[config.mk]
export PLATFORM = sky130hd
export DESIGN_NAME = serial_bit_feeder
export DESIGN_NICKNAME = d
export VERILOG_FILES = /design/src/rtl/serial_bit_feeder.sv
export SDC_FILE = /design/constraint.sdc
export NUM_CORES = 1
export LEC_CHECK = 0
export ABC_CLOCK_PERIOD_IN_PS = 1500
export CORE_MARGIN = 2
export CORE_UTILIZATION = 50
export DETAILED_ROUTE_END_ITERATION = 12
export PLACE_DENSITY = 0.82
export SLEW_MARGIN = 15
export SYNTH_ARGS = -nofsm -noshare
export SYNTH_HDL_FRONTEND = slang
export SYNTH_SLANG_ARGS = --single-unit
[constraint.sdc]
create_clock -name i_clk -period 1.5 [get_ports i_clk]
set_input_delay 0.15 -clock i_clk [delete_from_list [all_inputs] [get_ports i_clk]]
set_output_delay 0.15 -clock i_clk [all_outputs]
set_load 0.02 [all_outputs]
[src/rtl/serial_bit_feeder.sv]
// Parallel-in/serial-out feeder: WIDTH-bit words in over valid/ready, one bit per clock out.
// One-entry holding buffer gives seamless word joins; first bit two edges after accept; ready low while buffer full.
module serial_bit_feeder #(
    parameter int WIDTH     = 8,
    parameter bit MSB_FIRST = 1'b1
) (
    input  logic             i_clk,
    input  logic             i_reset,
    input  logic [WIDTH-1:0] i_din,
    input  logic             i_load_valid,
    output logic             o_load_ready,
    output logic             o_ser_out,
    output logic             o_ser_valid,
    output logic             o_word_done,
    output logic             o_busy
);

    localparam int             CW   = $clog2(WIDTH);
    localparam logic [CW-1:0]  LAST = CW'(WIDTH - 1);

    typedef enum logic {
        S_IDLE  = 1'b0,
        S_SHIFT = 1'b1
    } state_t;

    state_t           r_state;
    state_t           w_state_nxt;
    logic [WIDTH-1:0] r_hold_data;
    logic             r_hold_valid;
    logic [WIDTH-1:0] r_shift_reg;
    logic [CW-1:0]    r_bit_cnt;
    logic [WIDTH-1:0] w_shift_adv;
    logic             w_head;
    logic             w_last;
    logic             w_accept;
    logic             w_reload;
    logic             w_advance;

    assign w_last       = (r_bit_cnt == LAST);
    assign o_load_ready = !r_hold_valid && !i_reset;
    assign w_accept     = i_load_valid && o_load_ready;

    generate
        if (MSB_FIRST) begin : g_msb
            assign w_shift_adv = {r_shift_reg[WIDTH-2:0], 1'b0};
            assign w_head      = r_shift_reg[WIDTH-1];
        end else begin : g_lsb
            assign w_shift_adv = {1'b0, r_shift_reg[WIDTH-1:1]};
            assign w_head      = r_shift_reg[0];
        end
    endgenerate

    // Reload on the last bit when the buffer is full, so the next word follows with no gap.
    always_comb begin
        w_state_nxt = r_state;
        w_reload    = 1'b0;
        w_advance   = 1'b0;
        case (r_state)
            S_IDLE: begin
                if (r_hold_valid) begin
                    w_reload    = 1'b1;
                    w_state_nxt = S_SHIFT;
                end
            end
            S_SHIFT: begin
                if (w_last && r_hold_valid) begin
                    w_reload = 1'b1;
                end else begin
                    w_advance = 1'b1;
                    if (w_last) begin
                        w_state_nxt = S_IDLE;
                    end
                end
            end
            default: w_state_nxt = S_IDLE;
        endcase
    end

    always_ff @(posedge i_clk) begin
        if (i_reset) begin
            r_state <= S_IDLE;
        end else begin
            r_state <= w_state_nxt;
        end
    end

    always_ff @(posedge i_clk) begin
        if (i_reset) begin
            r_hold_data  <= '0;
            r_hold_valid <= 1'b0;
            r_shift_reg  <= '0;
            r_bit_cnt    <= '0;
        end else begin
            // Accept needs an empty buffer and a reload needs a full one, so they never coincide.
            if (w_accept) begin
                r_hold_data  <= i_din;
                r_hold_valid <= 1'b1;
            end else if (w_reload) begin
                r_hold_valid <= 1'b0;
            end

            if (w_reload) begin
                r_shift_reg <= r_hold_data;
                r_bit_cnt   <= '0;
            end else if (w_advance) begin
                r_shift_reg <= w_shift_adv;
                r_bit_cnt   <= w_last ? '0 : r_bit_cnt + 1'b1;
            end
        end
    end

    assign o_ser_valid = (r_state == S_SHIFT);
    assign o_ser_out   = o_ser_valid && w_head;
    assign o_word_done = o_ser_valid && w_last;
    assign o_busy      = o_ser_valid || r_hold_valid;

endmodule

After elaboration in Yosys (flattened, before gate mapping)
Index checks and enable logic that the tools add are counted.
- eq/ne operators: 1
- bitwise gates (word level): 1
- muxes and demuxes: 13
- reduce and logical (&&, ||, !) cells: 11
- add/sub/neg operators: 1
- operators with widths (cell ; count):
    $mux W8 ; 2
    $mux W1 ; 8
    $logic_and A1 B1 Y1 ; 5
    $pmux W1 S2 ; 2
    $reduce_bool A2 Y1 ; 2
    $add A3 B1 Y3 const B ; 1
    $eq A3 B3 Y1 const B ; 1
    $mux W3 ; 1
    $logic_not A1 Y1 ; 2
    $reduce_or A2 Y1 ; 1
    $logic_or A1 B1 Y1 ; 1
    $not A1 Y1 ; 1
- input port bits: 11
- output and inout port bits: 5
- register bits: 21
- logic and storage cells: 32

Logic depth before layout (Yosys ltp)
Gate-level depths: netlist of the first run.
- depth in word-level cells: 6
- mapped depth: 6
- depth with buffers taken out: 5

Worst setup path before layout of the first run
Ideal clock, no wire load.
- path type: flip-flop to flip-flop
- start point: reg r_bit_cnt[0]
- end point: reg r_shift_reg[1]
- arrival time: 1.266 ns
- slack: 0.111 ns
- setup time: 0.123 ns
- path buffers: 1
- data required time: 1.377 ns
- period minus slack after synthesis: 1.389 ns
- stages on the path, launching flop included: 7
- path through: dfxtp_1 ha_1 ha_1 nand2b_1 buf_6 a211oi_2 nor4_2
- longest elaborated chain between the ends: 5
- elaborated cells between the ends (all ways): 8
- those cells by class: eq/ne: 1; mux: 5; reduce/logical: 2
- RTL lines (element ; line ; source):
    start: declaration ; 31 ; logic [CW-1:0] r_bit_cnt;
    start signal: assignment ; 107 ; r_bit_cnt <= w_last ? '0 : r_bit_cnt + 1'b1;
    $eq A3 B3 Y1 * ; 39 ; assign w_last = (r_bit_cnt == LAST);
    $logic_and A1 B1 Y1 * ; 66 ; if (w_last && r_hold_valid) begin
    $mux W1 ; 66 ;
    $pmux W1 S2 / $mux W1 (equally long branches) ; 58 ; case (r_state)
    $mux W8 / $reduce_bool A2 Y1 (equally long branches) ; - ;
    end signal: assignment ; 103 ; r_shift_reg <= r_hold_data;
    end signal: assignment ; 106 ; r_shift_reg <= w_shift_adv;
    end: declaration ; 30 ; logic [WIDTH-1:0] r_shift_reg;
Every way passes the cells marked *; elsewhere a longest branch is shown, timed or not.
A chain may end at the register's enable or synchronous reset.

Worst setup path in the final report of the first run
- start point: reg r_bit_cnt[0]
- end point: out o_word_done
- longest elaborated chain between the ends: 2
- RTL lines (element ; line ; source):
    $eq A3 B3 Y1 ; 39 ;
    $logic_and A1 B1 Y1 ; 114 ; assign o_word_done = o_ser_valid && w_last;
    end: declaration ; 14 ; output logic o_word_done,
Every way passes these cells.

==> results of run 1 <==
==> metrics by stage <==
step / util / TNS, ps / cell area (um^2)
2_1_floorplan: - / 0 / 1001
3_3_place_gp: 0.6230 / -31.71 / 1197
3_5_place_dp: 0.6230 / -69.91 / 1197
4_1_cts: 0.6354 / -26.55 / 1221
5_1_grt: 0.6576 / 0 / 1264
6_report: 0.6576 / 0 / 1264
==> power breakdown <==
part	switching [mW]	leakage, nW	internal [mW]
clock	0.177	0.0150	0.104
combinational	0.154	0.307	0.155
sequential	0.0383	0.174	0.605
total	0.370	0.496	0.864
==> how the worst max path moves through the flow <==
stage	depth (start not counted)	to	slack, ps	startpoint
6_report	4	o_word_done	60	r_bit_cnt[0]$_SDFFE_PP0P_
5_1_grt	4	o_word_done	2	r_bit_cnt[0]$_SDFFE_PP0P_
4_1_cts	4	o_word_done	-30	r_bit_cnt[0]$_SDFFE_PP0P_
3_5_place_dp	4	o_word_done	-60	r_bit_cnt[0]$_SDFFE_PP0P_
3_3_place_gp	4	o_word_done	-30	r_bit_cnt[0]$_SDFFE_PP0P_
2_1_floorplan	6	r_shift_reg[1]$_SDFFE_PP0P_	110	r_bit_cnt[0]$_SDFFE_PP0P_
==> worst max-delay path: stages (launching register included) <==
cell     delay (ps)
dfxtp_2         350
ha_4            160
ha_4            150
and2_2          180
buf_4           150
==> logic make-up (layout without fill, tap and decap cells) <==
kind of cell    count (synthesis)  count (layout)
simple gates                   43              43
flops                          21              21
compound gates                 12              12
mux                             9               9
buf+inv                         9              31
fa+ha+maj                       2               2
==> per-layer routing <==
| layer | part of all wire | GRT usage | vias up |
|---|---|---|---|
| li1 | - | - | 381 |
| met1 | 0.46 | 0.2324 | 366 |
| met2 | 0.48 | 0.3014 | 15 |
| met3 | 0.039 | 0.04630 | 6 |
| met4 | 0.027 | 0.1048 | 0 |
| met5 | 0 | 0 | - |
==> layout make-up <==
| class | instances | share of cell area |
|---|---|---|
| multi-input cells | 66 | 0.4287 |
| inverters | 1 | 0.002970 |
| clock buffers | 4 | 0.02079 |
| repair buffers | 26 | 0.1842 |
| flip-flops and latches | 21 | 0.3366 |
| well taps | 27 | 0.02673 |
==> cells in the mapped netlist, types with 2 or more instances <==
| library cell | instances |
|---|---|
| dfxtp_1 | 21 |
| and2_2 | 2 |
| nor3b_1 | 7 |
| nor4_2 | 7 |
| a22oi_1 | 2 |
| buf_4 | 2 |
| buf_6 | 3 |
| nor2_1 | 23 |
| buf_2 | 2 |
| a211oi_2 | 7 |
| ha_1 | 2 |
| mux2i_1 | 9 |
==> repair_timing <==
item / in CTS / in global routing
buffers inserted: 0 / 1
endpoints found under the setup margin: 13 / 9
pin swaps: 0 / 2
resized for setup: 12 / 8
==> results.ini, run 1 <==
[route]
antenna_left=0
num_vias=768
drtIter0Drc=16
drt_wl_total_um=1977
wire_per_inst_um=13.63
via_per_inst=5.297
drc=0
drtPass1Iterations=4

[clock_network]
clk-insertion-delay-late_ps=310
clockBufferDepth=2
cts_max_level=1
cts-root-buf=clkbuf_4
holdBufCountCts=0
cts_inserted_buffers=3
clkTransAtPathRegs_ps=130
tritoncts=done
cts_sinks=21

[hold_path]
worstHoldPathCells=3
hold_start=i_load_valid
hold_path_class=in -> reg
min_to=r_hold_valid$_SDFFE_PP0P_

[global_routing]
grt_max_degree=22
grt_pass1_wl_um=3463
grt_pass1_vias=779
grtUsageTotal=0.1887
antenna_found_initial=0
grt-ovfl-total=0

[logic_synthesis]
yosys.area.top_type=dfxtp_1
yosys_warnings=0
ys_types=21
synth_area_um2=1001
ys.flop_type=dfxtp_1
synth_top_family_by_area=simple AND/OR/NAND/NOR gates
synthArstFlopShare=0
synthSimpleGateAreaFrac=0.2725
synth_top_area_frac=0.4200
synth.yosys.seq_area_share=0.4200
synth.area.top_cells=dfxtp_1 42%, mux2i_1 9.0%, a211oi_2 8.8%
synthXorXnorAreaFrac=0
syn_avg_cell_area_um2=10.43
synth_compound_area_frac=0.1263
synth_enable_flop_cells=0
ys_ff_latch=21
synth_cells=96
synthAdderAreaFrac=0.02500
syn_nets=109
synthMuxAreaShare=0.09000

[sta]
hold_viol=0
fin_skew_ps=15.60
maxSlewViolCount=0
max_clock_freq_mhz=694.6
setup-violations-final=0
hold_ws_ps=425.9
setup_slack_ps=60.38
rsz0062_at_grt=no
final.period_utilization=0.9597
worst_pin_slew_ps=271.8
slew_headroom=0.8173
min_period_ps=1440

[placement]
dp_hpwl_um=1320
place_inst=140
portBuffers=15
gp_congestion=0.8087
place_ws_ps=-64.33

[die]
die_h_um=48.74
dieArea_um2=2376
chipWidth_um=48.74
rows=16
core_um2=1922
start_util=0.5208
io_pins=16

[critical_path]
rr_worst_depth=5
critPathArrivalTime_ps=1290
r2r-start=r_bit_cnt[0]$_SDFFE_PP0P_
criticalPathCategory=reg -> out
startpoint_type=flop
r2r-end=r_shift_reg[1]$_SDFFE_PP0P_
rrSetupSlack_ps=100
worstPathMaxFanout=4
required_ps=1350
endpoint_kind=output port

[power]
powerDensity_nw_per_um2=975.9
power_mw=1.233
ir_drop_mv=0.4880
leakage_nw=0.4956

[cells_and_area]
drive_above_1_share=0.3305
fillers=170
fin_cells=145
nets=132
most-common-layout-cells=23 x nor2_1, 17 x dfxtp_1, 11 x buf_4
multiInputGateArea_um2=541.8
regArea_um2=425.4
n_antenna_cell=0
area_growth_pct=26.25
layout_commonest_cell=nor2_1

[outcome]
status=finished, final reports clean

[flow_run]
cap_violations=0

(Power assumes the default switching activity.)
==> inputs of run 2 (changes only) <==
--- a/config.mk
+++ b/config.mk
@@ -10,6 +10,7 @@
 export CORE_UTILIZATION = 50
 export DETAILED_ROUTE_END_ITERATION = 12
 export PLACE_DENSITY = 0.82
+export SKIP_LAST_GASP = 1
 export SLEW_MARGIN = 15
 export SYNTH_ARGS = -nofsm -noshare
 export SYNTH_HDL_FRONTEND = slang
==> run 2 against run 1 <==
Cell count is the same. Critical endpoint unchanged. Maximum frequency shrank 2.3%. Critical path type unchanged. Combinational power is essentially flat. Worst setup slack lost 34 ps.
==> results.ini, run 2 (same netlist as run 1, synthesis figures left out) <==
[sta]
max_clock_freq_mhz=678.4  ; -2.3%
maxSlewViolCount=0  ; unchanged
hold_viol=0  ; unchanged
final.period_utilization=0.9827  ; +0.02293
hold_ws_ps=426.4  ; +0.4290 ps
fin_skew_ps=14.73  ; -0.8725 ps
slew_headroom=0.8134  ; -0.003909
worst_pin_slew_ps=277.4  ; +5.637 ps
rsz0062_at_grt=yes
setup-violations-final=0  ; unchanged
min_period_ps=1474  ; +34.40 ps

[route]
drtPass1Iterations=4  ; unchanged
num_vias=772  ; +0.52%
drt_wl_total_um=1999  ; +1.1%
wire_per_inst_um=13.79  ; +1.1%
antenna_left=0  ; unchanged
drtIter0Drc=13  ; -3
drc=0  ; unchanged
via_per_inst=5.324  ; +0.52%

[global_routing]
grt-ovfl-total=0  ; unchanged
grt_max_degree=22  ; unchanged
grt_pass1_wl_um=3463  ; unchanged
grt_pass1_vias=777  ; -0.26%
antenna_found_initial=0  ; unchanged
grtUsageTotal=0.1887  ; unchanged

[clock_network]
tritoncts=done
holdBufCountCts=0  ; unchanged
cts_inserted_buffers=3  ; unchanged
clk-insertion-delay-late_ps=310  ; about the same
cts-root-buf=clkbuf_4
cts_sinks=21  ; unchanged
cts_max_level=1  ; unchanged
clockBufferDepth=2  ; unchanged
clkTransAtPathRegs_ps=130  ; about the same

[placement]
postPlaceCellArea_um2=1197  ; unchanged
portBuffers=15  ; unchanged
gp_congestion=0.8087  ; unchanged
dp_hpwl_um=1320  ; unchanged

[die]
start_util=0.5208  ; unchanged
die_h_um=48.74  ; unchanged
dieArea_um2=2376  ; unchanged
io_pins=16  ; unchanged
core_um2=1922  ; unchanged
rows=16  ; unchanged
chipWidth_um=48.74  ; unchanged

[critical_path]
path_common_cell=ha_2
path_cells=ha_2, ha_2, and2_2, buf_4
startpoint_type=flop
worstPathMaxFanout=4  ; unchanged
criticalPathCategory=reg -> out
cp_slowest_stage_delay_ps=340  ; about the same
critPathArrivalTime_ps=1320  ; +30 ps
required_ps=1350  ; about the same
path_buf_inv=1  ; unchanged
slowest_stage=dfxtp_2
endpoint_kind=output port
cpLargestDelayFamily=adder cells

[power]
p_switching_mw=0.3695  ; about the same
power_mw=1.232  ; about the same
ir_drop_mv=0.4888  ; +0.15%
leakage_nw=0.4945  ; -0.20%
power.internal_mw=0.8628  ; about the same
p_seq_frac=0.521  ; about the same
powerDensity_nw_per_um2=991.9  ; +1.6%
switching_share=0.2998  ; about the same
power_frac_comb=0.250  ; about the same
pwr-share-clk=0.229  ; about the same

[hold_path]
hold_path_class=in -> reg

[cells_and_area]
layout_commonest_cell=nor2_1
area_growth_pct=24.12
drive_above_1_share=0.3220  ; -0.008475
most-common-layout-cells=23 x nor2_1, 18 x dfxtp_1, 11 x buf_4
fin_area_um2=1242  ; -1.7%
nets=132  ; unchanged
n_antenna_cell=0  ; unchanged

[flow_run]
cap_violations=0  ; unchanged

[outcome]
status=finished, final reports clean

==> run 2: path summary, 6_finish.rpt <==
kind / start / endpoint / slack (ps) / cells after the start
min reg2reg: r_hold_data[5]$_SDFFE_PP0P_ / r_hold_data[5]$_SDFFE_PP0P_ / 510 / 2
min: i_load_valid / r_hold_valid$_SDFFE_PP0P_ / 430 / 3
max: r_bit_cnt[0]$_SDFFE_PP0P_ / o_word_done / 30 / 4
max reg2reg: r_bit_cnt[0]$_SDFFE_PP0P_ / r_shift_reg[1]$_SDFFE_PP0P_ / 60 / 5
==> run 2: routing by layer <==
| metal | vias to the layer above | part of all wire | GRT usage |
|---|---|---|---|
| met3 | 6 | 0.045 | 0.04630 |
| met5 | - | 0 | 0 |
| met1 | 365 | 0.46 | 0.2363 |
| met4 | 0 | 0.027 | 0.1048 |
| met2 | 21 | 0.47 | 0.2968 |
| li1 | 380 | - | - |
==> run 2: stage by stage <==
step	util	TNS (ps)	setup slack, ps	cells
6_report	0.6465	0	25.98	145
3_3_place_gp	0.6230	-31.71	-31.71	140
2_1_floorplan	-	0	110.6	96
5_1_grt	0.6465	-40.57	-35.07	145
3_5_place_dp	0.6230	-69.91	-64.33	140
4_1_cts	0.6348	-28.72	-28.72	144
==> run 2: repair_timing <==
item                                    in CTS  in global routing
pin swaps                                    0                  2
buffers inserted                             0                  1
endpoints found under the setup margin      13                 10
gates resized for setup                     11                  6
cloned                                       0                  0
==> run 2: tightest hold or removal path: cells and delay by family <==
kind            cells  cell delay (ps)
compound gates      1               50
buf+inv             1              420
simple gates        1               90
==> run 2: layout make-up <==
| cell class | instances | area, um^2 |
|---|---|---|
| Clock buffer | 4 | 26.28 |
| Fill cell | 169 | 679.4 |
| Inverter | 1 | 3.754 |
| Multi-Input combinational cell | 66 | 521.8 |
| Sequential cell | 21 | 424.2 |
| Tap cell | 27 | 33.78 |
| Timing Repair Buffer | 26 | 232.7 |
==> run 2: power groups by stage <==
| stage | Sequential, mW | Clock (mW) | Combinational [mW] |
|---|---|---|---|
| global route | 0.647 | 0.310 | 0.338 |
| global placement | 0.647 | 0 | 0.298 |
| CTS | 0.641 | 0.288 | 0.304 |
| detailed placement | 0.651 | 0 | 0.305 |
| floorplan | 0.645 | 0 | 0.218 |
| finish | 0.642 | 0.282 | 0.308 |
